## src/rtl/logo_command_assembler_pkg.sv

```systemverilog
// Shared constants for the LOGO command assembler: buffer size defaults,
// PS2 set-2 prefix/control scancodes and the main FSM state encoding.
package logo_command_assembler_pkg;

    localparam int CMD_CHARS_DEF = 4;
    localparam int CNT_W_DEF     = 3;

    localparam logic [7:0] SC_BREAK = 8'hF0;
    localparam logic [7:0] SC_EXT   = 8'hE0;
    localparam logic [7:0] SC_ENTER = 8'h5A;
    localparam logic [7:0] SC_BKSP  = 8'h66;

    typedef enum logic {
        COLLECT = 1'b0,
        HOLD    = 1'b1
    } state_t;

endpackage

```

## src/rtl/logo_command_assembler_scancode_to_ascii.sv

```systemverilog
// Combinational PS2 set-2 make code to ASCII lookup; letters are upper case,
// unmapped codes return 0 so the caller can drop them.
module scancode_to_ascii (
    input  logic [7:0] scancode,
    output logic [7:0] ascii
);

    always_comb begin
        ascii = 8'h00;
        case (scancode)
            8'h1C: ascii = 8'h41;
            8'h32: ascii = 8'h42;
            8'h21: ascii = 8'h43;
            8'h23: ascii = 8'h44;
            8'h24: ascii = 8'h45;
            8'h2B: ascii = 8'h46;
            8'h34: ascii = 8'h47;
            8'h33: ascii = 8'h48;
            8'h43: ascii = 8'h49;
            8'h3B: ascii = 8'h4A;
            8'h42: ascii = 8'h4B;
            8'h4B: ascii = 8'h4C;
            8'h3A: ascii = 8'h4D;
            8'h31: ascii = 8'h4E;
            8'h44: ascii = 8'h4F;
            8'h4D: ascii = 8'h50;
            8'h15: ascii = 8'h51;
            8'h2D: ascii = 8'h52;
            8'h1B: ascii = 8'h53;
            8'h2C: ascii = 8'h54;
            8'h3C: ascii = 8'h55;
            8'h2A: ascii = 8'h56;
            8'h1D: ascii = 8'h57;
            8'h22: ascii = 8'h58;
            8'h35: ascii = 8'h59;
            8'h1A: ascii = 8'h5A;
            8'h45: ascii = 8'h30;
            8'h16: ascii = 8'h31;
            8'h1E: ascii = 8'h32;
            8'h26: ascii = 8'h33;
            8'h25: ascii = 8'h34;
            8'h2E: ascii = 8'h35;
            8'h36: ascii = 8'h36;
            8'h3D: ascii = 8'h37;
            8'h3E: ascii = 8'h38;
            8'h46: ascii = 8'h39;
            8'h29: ascii = 8'h20;
            default: ascii = 8'h00;
        endcase
    end

endmodule

```

## src/rtl/logo_command_assembler.sv

```systemverilog
// Assembles PS2 keystrokes into a LOGO command word and hands it to the
// processor over valid/ready, echoing each accepted character to the LCD.
//
// state   | meaning
// COLLECT | buffering characters, Enter with a non-empty buffer publishes
// HOLD    | cmd_word presented, keys dropped until cmd_ready
module logo_command_assembler
    import logo_command_assembler_pkg::*;
#(
    parameter int CMD_CHARS = CMD_CHARS_DEF,
    parameter int CNT_W     = CNT_W_DEF
) (
    input  logic                   clock,
    input  logic                   resetn,
    input  logic [7:0]             key_data,
    input  logic                   key_pressed,
    input  logic                   cmd_ready,
    output logic [8*CMD_CHARS-1:0] cmd_word,
    output logic                   cmd_valid,
    output logic [CNT_W-1:0]       char_count,
    output logic                   overflow,
    output logic [7:0]             echo_char,
    output logic                   echo_valid
);

    localparam int BUF_W = 8 * CMD_CHARS;

    state_t             state, state_nxt;
    logic [BUF_W-1:0]   buffer, buffer_nxt;
    logic [BUF_W-1:0]   word_nxt;
    logic [CNT_W-1:0]   count_nxt;
    logic               ovf_nxt;
    logic [7:0]         echo_char_nxt;
    logic               echo_valid_nxt;
    logic               break_pending, break_nxt;
    logic               ext_pending, ext_nxt;
    logic               is_enter, is_make;
    logic [7:0]         ascii;

    scancode_to_ascii u_map (
        .scancode (key_data),
        .ascii    (ascii)
    );

    assign cmd_valid = (state == HOLD);

    always_ff @(posedge clock or negedge resetn) begin
        if (!resetn) begin
            state         <= COLLECT;
            buffer        <= '0;
            cmd_word      <= '0;
            char_count    <= '0;
            overflow      <= 1'b0;
            echo_char     <= 8'h00;
            echo_valid    <= 1'b0;
            break_pending <= 1'b0;
            ext_pending   <= 1'b0;
        end else begin
            state         <= state_nxt;
            buffer        <= buffer_nxt;
            cmd_word      <= word_nxt;
            char_count    <= count_nxt;
            overflow      <= ovf_nxt;
            echo_char     <= echo_char_nxt;
            echo_valid    <= echo_valid_nxt;
            break_pending <= break_nxt;
            ext_pending   <= ext_nxt;
        end
    end

    always_comb begin
        state_nxt      = state;
        buffer_nxt     = buffer;
        word_nxt       = cmd_word;
        count_nxt      = char_count;
        ovf_nxt        = overflow;
        echo_char_nxt  = echo_char;
        echo_valid_nxt = 1'b0;
        break_nxt      = break_pending;
        ext_nxt        = ext_pending;
        is_enter       = 1'b0;
        is_make        = 1'b0;

        // Prefix decode runs in every state; break sequences swallow the next byte.
        if (key_pressed) begin
            if (key_data == SC_BREAK) begin
                break_nxt = 1'b1;
            end else if (key_data == SC_EXT) begin
                ext_nxt = 1'b1;
            end else begin
                break_nxt = 1'b0;
                ext_nxt   = 1'b0;
                if (!break_pending) begin
                    is_enter = (key_data == SC_ENTER);
                    is_make  = !ext_pending && (key_data != SC_ENTER);
                end
            end
        end

        case (state)
            COLLECT: begin
                if (is_enter) begin
                    if (char_count != '0) begin
                        word_nxt  = buffer;
                        state_nxt = HOLD;
                    end
                end else if (is_make) begin
                    if (key_data == SC_BKSP) begin
                        if (char_count != '0) begin
                            buffer_nxt = buffer >> 8;
                            count_nxt  = char_count - CNT_W'(1);
                        end
                    end else if (ascii != 8'h00) begin
                        if (char_count < CNT_W'(CMD_CHARS)) begin
                            buffer_nxt     = {buffer[BUF_W-9:0], ascii};
                            count_nxt      = char_count + CNT_W'(1);
                            echo_char_nxt  = ascii;
                            echo_valid_nxt = 1'b1;
                        end else begin
                            ovf_nxt = 1'b1;
                        end
                    end
                end
            end
            HOLD: begin
                if (cmd_ready) begin
                    state_nxt  = COLLECT;
                    buffer_nxt = '0;
                    count_nxt  = '0;
                    ovf_nxt    = 1'b0;
                end
            end
        endcase
    end

endmodule

```

## config.mk

```make
export PLATFORM = sky130hd
export DESIGN_NAME = logo_command_assembler
export DESIGN_NICKNAME = d
export VERILOG_FILES = /design/src/rtl/logo_command_assembler_pkg.sv /design/src/rtl/logo_command_assembler_scancode_to_ascii.sv /design/src/rtl/logo_command_assembler.sv
export SDC_FILE = /design/constraint.sdc
export NUM_CORES = 1
export LEC_CHECK = 0
export CAP_MARGIN = 20
export CORE_MARGIN = 2
export CORE_UTILIZATION = 40
export CTS_CLUSTER_DIAMETER = 30
export DETAILED_ROUTE_END_ITERATION = 8
export GPL_ROUTABILITY_DRIVEN = 1
export HOLD_SLACK_MARGIN = 0.02
export PLACE_DENSITY = 0.59
export SKIP_LAST_GASP = 1
export SYNTH_ARGS = -nofsm -noshare
export SYNTH_HDL_FRONTEND = slang
export SYNTH_HIERARCHICAL = 1
export SYNTH_SLANG_ARGS = --single-unit
```

## constraint.sdc

```tcl
create_clock -name clock -period 2.4 [get_ports clock]
set_clock_uncertainty 0.05 [all_clocks]
set_input_delay 0.48 -clock clock [delete_from_list [all_inputs] [get_ports clock]]
set_output_delay 0.48 -clock clock [all_outputs]
set_load 0.01 [all_outputs]
```

==> metrics <==
status complete, but fails checks; failing checks setup timing; die height 109.9 um; total gr overflow 0; Synth Cell Area 0.004486 sq mm; htree depth 3; commonest cells after routing, fill and taps aside dfrtp_1 (80), nand2_1 (75), buf_4 (58); family with the most delay on the worst path simple AND/OR/NAND/NOR gates; mean post-synth cell area around 11 sq um; vias in the first global route 3832; wire length per cell 17.17 um; Iteration-0 DRC Markers 148; RSZ-0062 raised after global routing true; layout overhead on the synthesized area 41.56%; gpl congestion roughly 0.82; Tcrit/Tclk final 117.6%; initial antenna violation count 0; vias roughly 3600; FF-to-FF setup slack 240 ps; DRC errors left 0; Lkg Pwr 3.017 nW; f_max 354.4 MHz; critical path startpoint category input pin; final worst path period need about 2800 ps; Cell Rows 38; Worst R2R Start break_pending$_DFFE_PN0P_; multi-input logic area 0.002432 sq mm; WS Path Type in2reg; Seq cells post-synth 80; Register Area 0.002002 sq mm; Max Cap Viol 0; Initial Utilization 41.20%; DP Wirelength 7914 um; DRT Wirelength 11830 um; Routed Antenna Nets 0; Post-synth ARST share 100.0%; Buffers & Inverters on Critical Path 5; most common cell after layout, fill and taps aside dfrtp_1; CTS Buf Count 9; worst hold path class in2async; worst path arrival time 3020 ps; VDD IR max 0.5099 mV; CP Capture Type flop; Mapped Cells 418; worst endpoint required time 2600 ps; Switching Power 1.350 mW; first-pass GRT wire length around 20000 um; Hold-fix buffers, CTS 0; combinational power share between 30 and 40%; worst skew pair latency 370 ps; EDFF count, synth 0; clock sinks 80; Crit Reg-Reg Endpoint buffer[16]$_DFFE_PN0P_; Final Slew Violations 0; I/O pins 58; core area 0.01089 sq mm; Syn Nets 439; crit-path max FO 9; Yosys Warn Count 6; setup TNS -15870 ps; setup slack after placement -1275 ps; Die Width ~110 um; post-synth cell types 64; setup ws final -421.3 ps; hold slack final between 40 and 50 ps; sequential power share between 40 and 50%; Fillers 944; Pwr Density 682.0 mW/mm^2; worst-path cell chain buf_8, clkinvlp_4, ha_4, buf_6, or2b_1, o22ai_2, mux4_2, o21ai_4, nor4_2, nand2_1, nand3b_1, a22o_4, buf_12, buf_12, mux2_4; crit-path max cell delay 310 ps; R2R depth 6; Internal Power 2.980 mW; final hold violation count 0; clock share of power around a quarter; CTS tree done; CTS Buffer Depth 2; GRT Resource Usage Total 21.14%; Final setup viols 43; die area 0.01208 sq mm; Root Driver clkbuf_8; Critical Path Most Common Cell buf_12; layout cells sized above 1 38.80%; Reg clk slew, reported paths 90 ps; n_diodes 0; post-synthesis sequential area ratio between 40% and 50%; Via density 5.235; switch share between 30% and 40%; largest net degree at the start of global routing 42; Crit-path slowest cell mux4_2; Final Net Count 565; PortBufs 57; top_reg_cell synth dfrtp_1; relative max-transition margin 63.00%; Worst Max-Slew Pin Slew 555.0 ps; Pre-Repair DR Iteration Count 4
synthesized netlist by cell type, drive strengths merged (2+ instances only):
library cell | count | share of area (%)
or3 | 3 | 0.42
or2 | 2 | 0.28
dfrtp | 80 | 45
o21ai | 9 | 1.0
and4bb | 3 | 0.84
clkbuf | 8 | 0.70
a211oi | 4 | 0.67
mux2 | 69 | 20
a32oi | 2 | 0.39
xor2 | 2 | 0.39
a21oi | 38 | 4.2
a221o | 2 | 0.45
nor2 | 14 | 1.2
ha | 8 | 2.2
nor4 | 3 | 0.56
nand2b | 3 | 0.42
o211ai | 2 | 0.33
mux2i | 11 | 2.5
a31oi | 2 | 0.28
a221oi | 2 | 0.53
nor3 | 3 | 0.33
nand3b | 3 | 0.50
or3b | 2 | 0.39
nand2 | 75 | 6.3
inv | 19 | 1.6
nand3 | 3 | 0.33
buf | 20 | 3.2
through the flow:
step	power, mW	instances	util (%)	cell area [sq um]
2_1_floorplan	2.623	418	-	4528
3_3_place_gp	3.092	643	51.45	5602
3_5_place_dp	3.134	643	51.45	5602
4_1_cts	4.351	687	58.00	6315
5_1_grt	4.570	689	58.32	6350
6_report	4.330	689	58.32	6350
state kept, by name (all words and copies together), names as in the netlist:
register / count
cmd_word: 32
overflow: 1
echo_valid: 1
echo_char: 8
buffer: 32
char_count: 3
cmd_valid: 1
ext_pending: 1
break_pending: 1
cell type report:
type	count	area share [%]
flip-flops and latches	80	31.53
clock inverters	6	1.064
multi-input cells	291	38.31
inverters	19	1.182
clock buffers	10	2.010
repair buffers	143	23.15
well taps	140	2.759
timing repair:
action                     CTS  global route
gates resized for setup     72             8
setup endpoints to repair   77            45
setup buffers               24             3
hold endpoints to repair     0             0
cloned                       4             0
pin swaps                   15             8
per-layer routing:
metal | track usage (%) | wire length, um | share of wire [%] | vias up
met2 | 32.91 | 5560 | 47 | 83
met5 | 0 | 0 | 0 | -
met4 | 6.962 | 197 | 1.7 | 0
met1 | 29.52 | 5603 | 47 | 1793
li1 | - | - | - | 1714
met3 | 4.090 | 471 | 4.0 | 17
power groups by stage:
stage               Combinational (mW)  Clock, mW  Sequential [mW]
floorplan                        0.774          0             1.85
global placement                  1.18          0             1.91
detailed placement                1.21          0             1.92
CTS                               1.41       1.04             1.90
global route                      1.54       1.09             1.94
finish                            1.42       1.02             1.89
worst max-delay path by stage:
stage / slack (ps) / cells past startpoint / end / startpoint
floorplan: -510 / 13 / buffer[10]$_DFFE_PN0P_ / key_data[1]
global placement: -1270 / 13 / echo_char[7]$_DFFE_PN0P_ / key_data[1]
detailed placement: -1270 / 13 / echo_char[0]$_DFFE_PN0P_ / key_data[1]
CTS: -350 / 14 / buffer[16]$_DFFE_PN0P_ / key_data[1]
global route: -510 / 15 / buffer[16]$_DFFE_PN0P_ / key_data[1]
finish: -420 / 15 / buffer[16]$_DFFE_PN0P_ / key_data[1]
cells by family after synthesis:
logic type | count (synthesis) | synth area share, %
compound gates | 74 | 10.38
xor+xnor | 3 | 0.5859
flops | 80 | 44.63
simple gates | 123 | 13.33
fa+ha+maj | 9 | 2.678
other cells | 1 | 0.08360
buf+inv | 47 | 5.523
mux | 81 | 22.79
(Power assumes the default switching activity.)
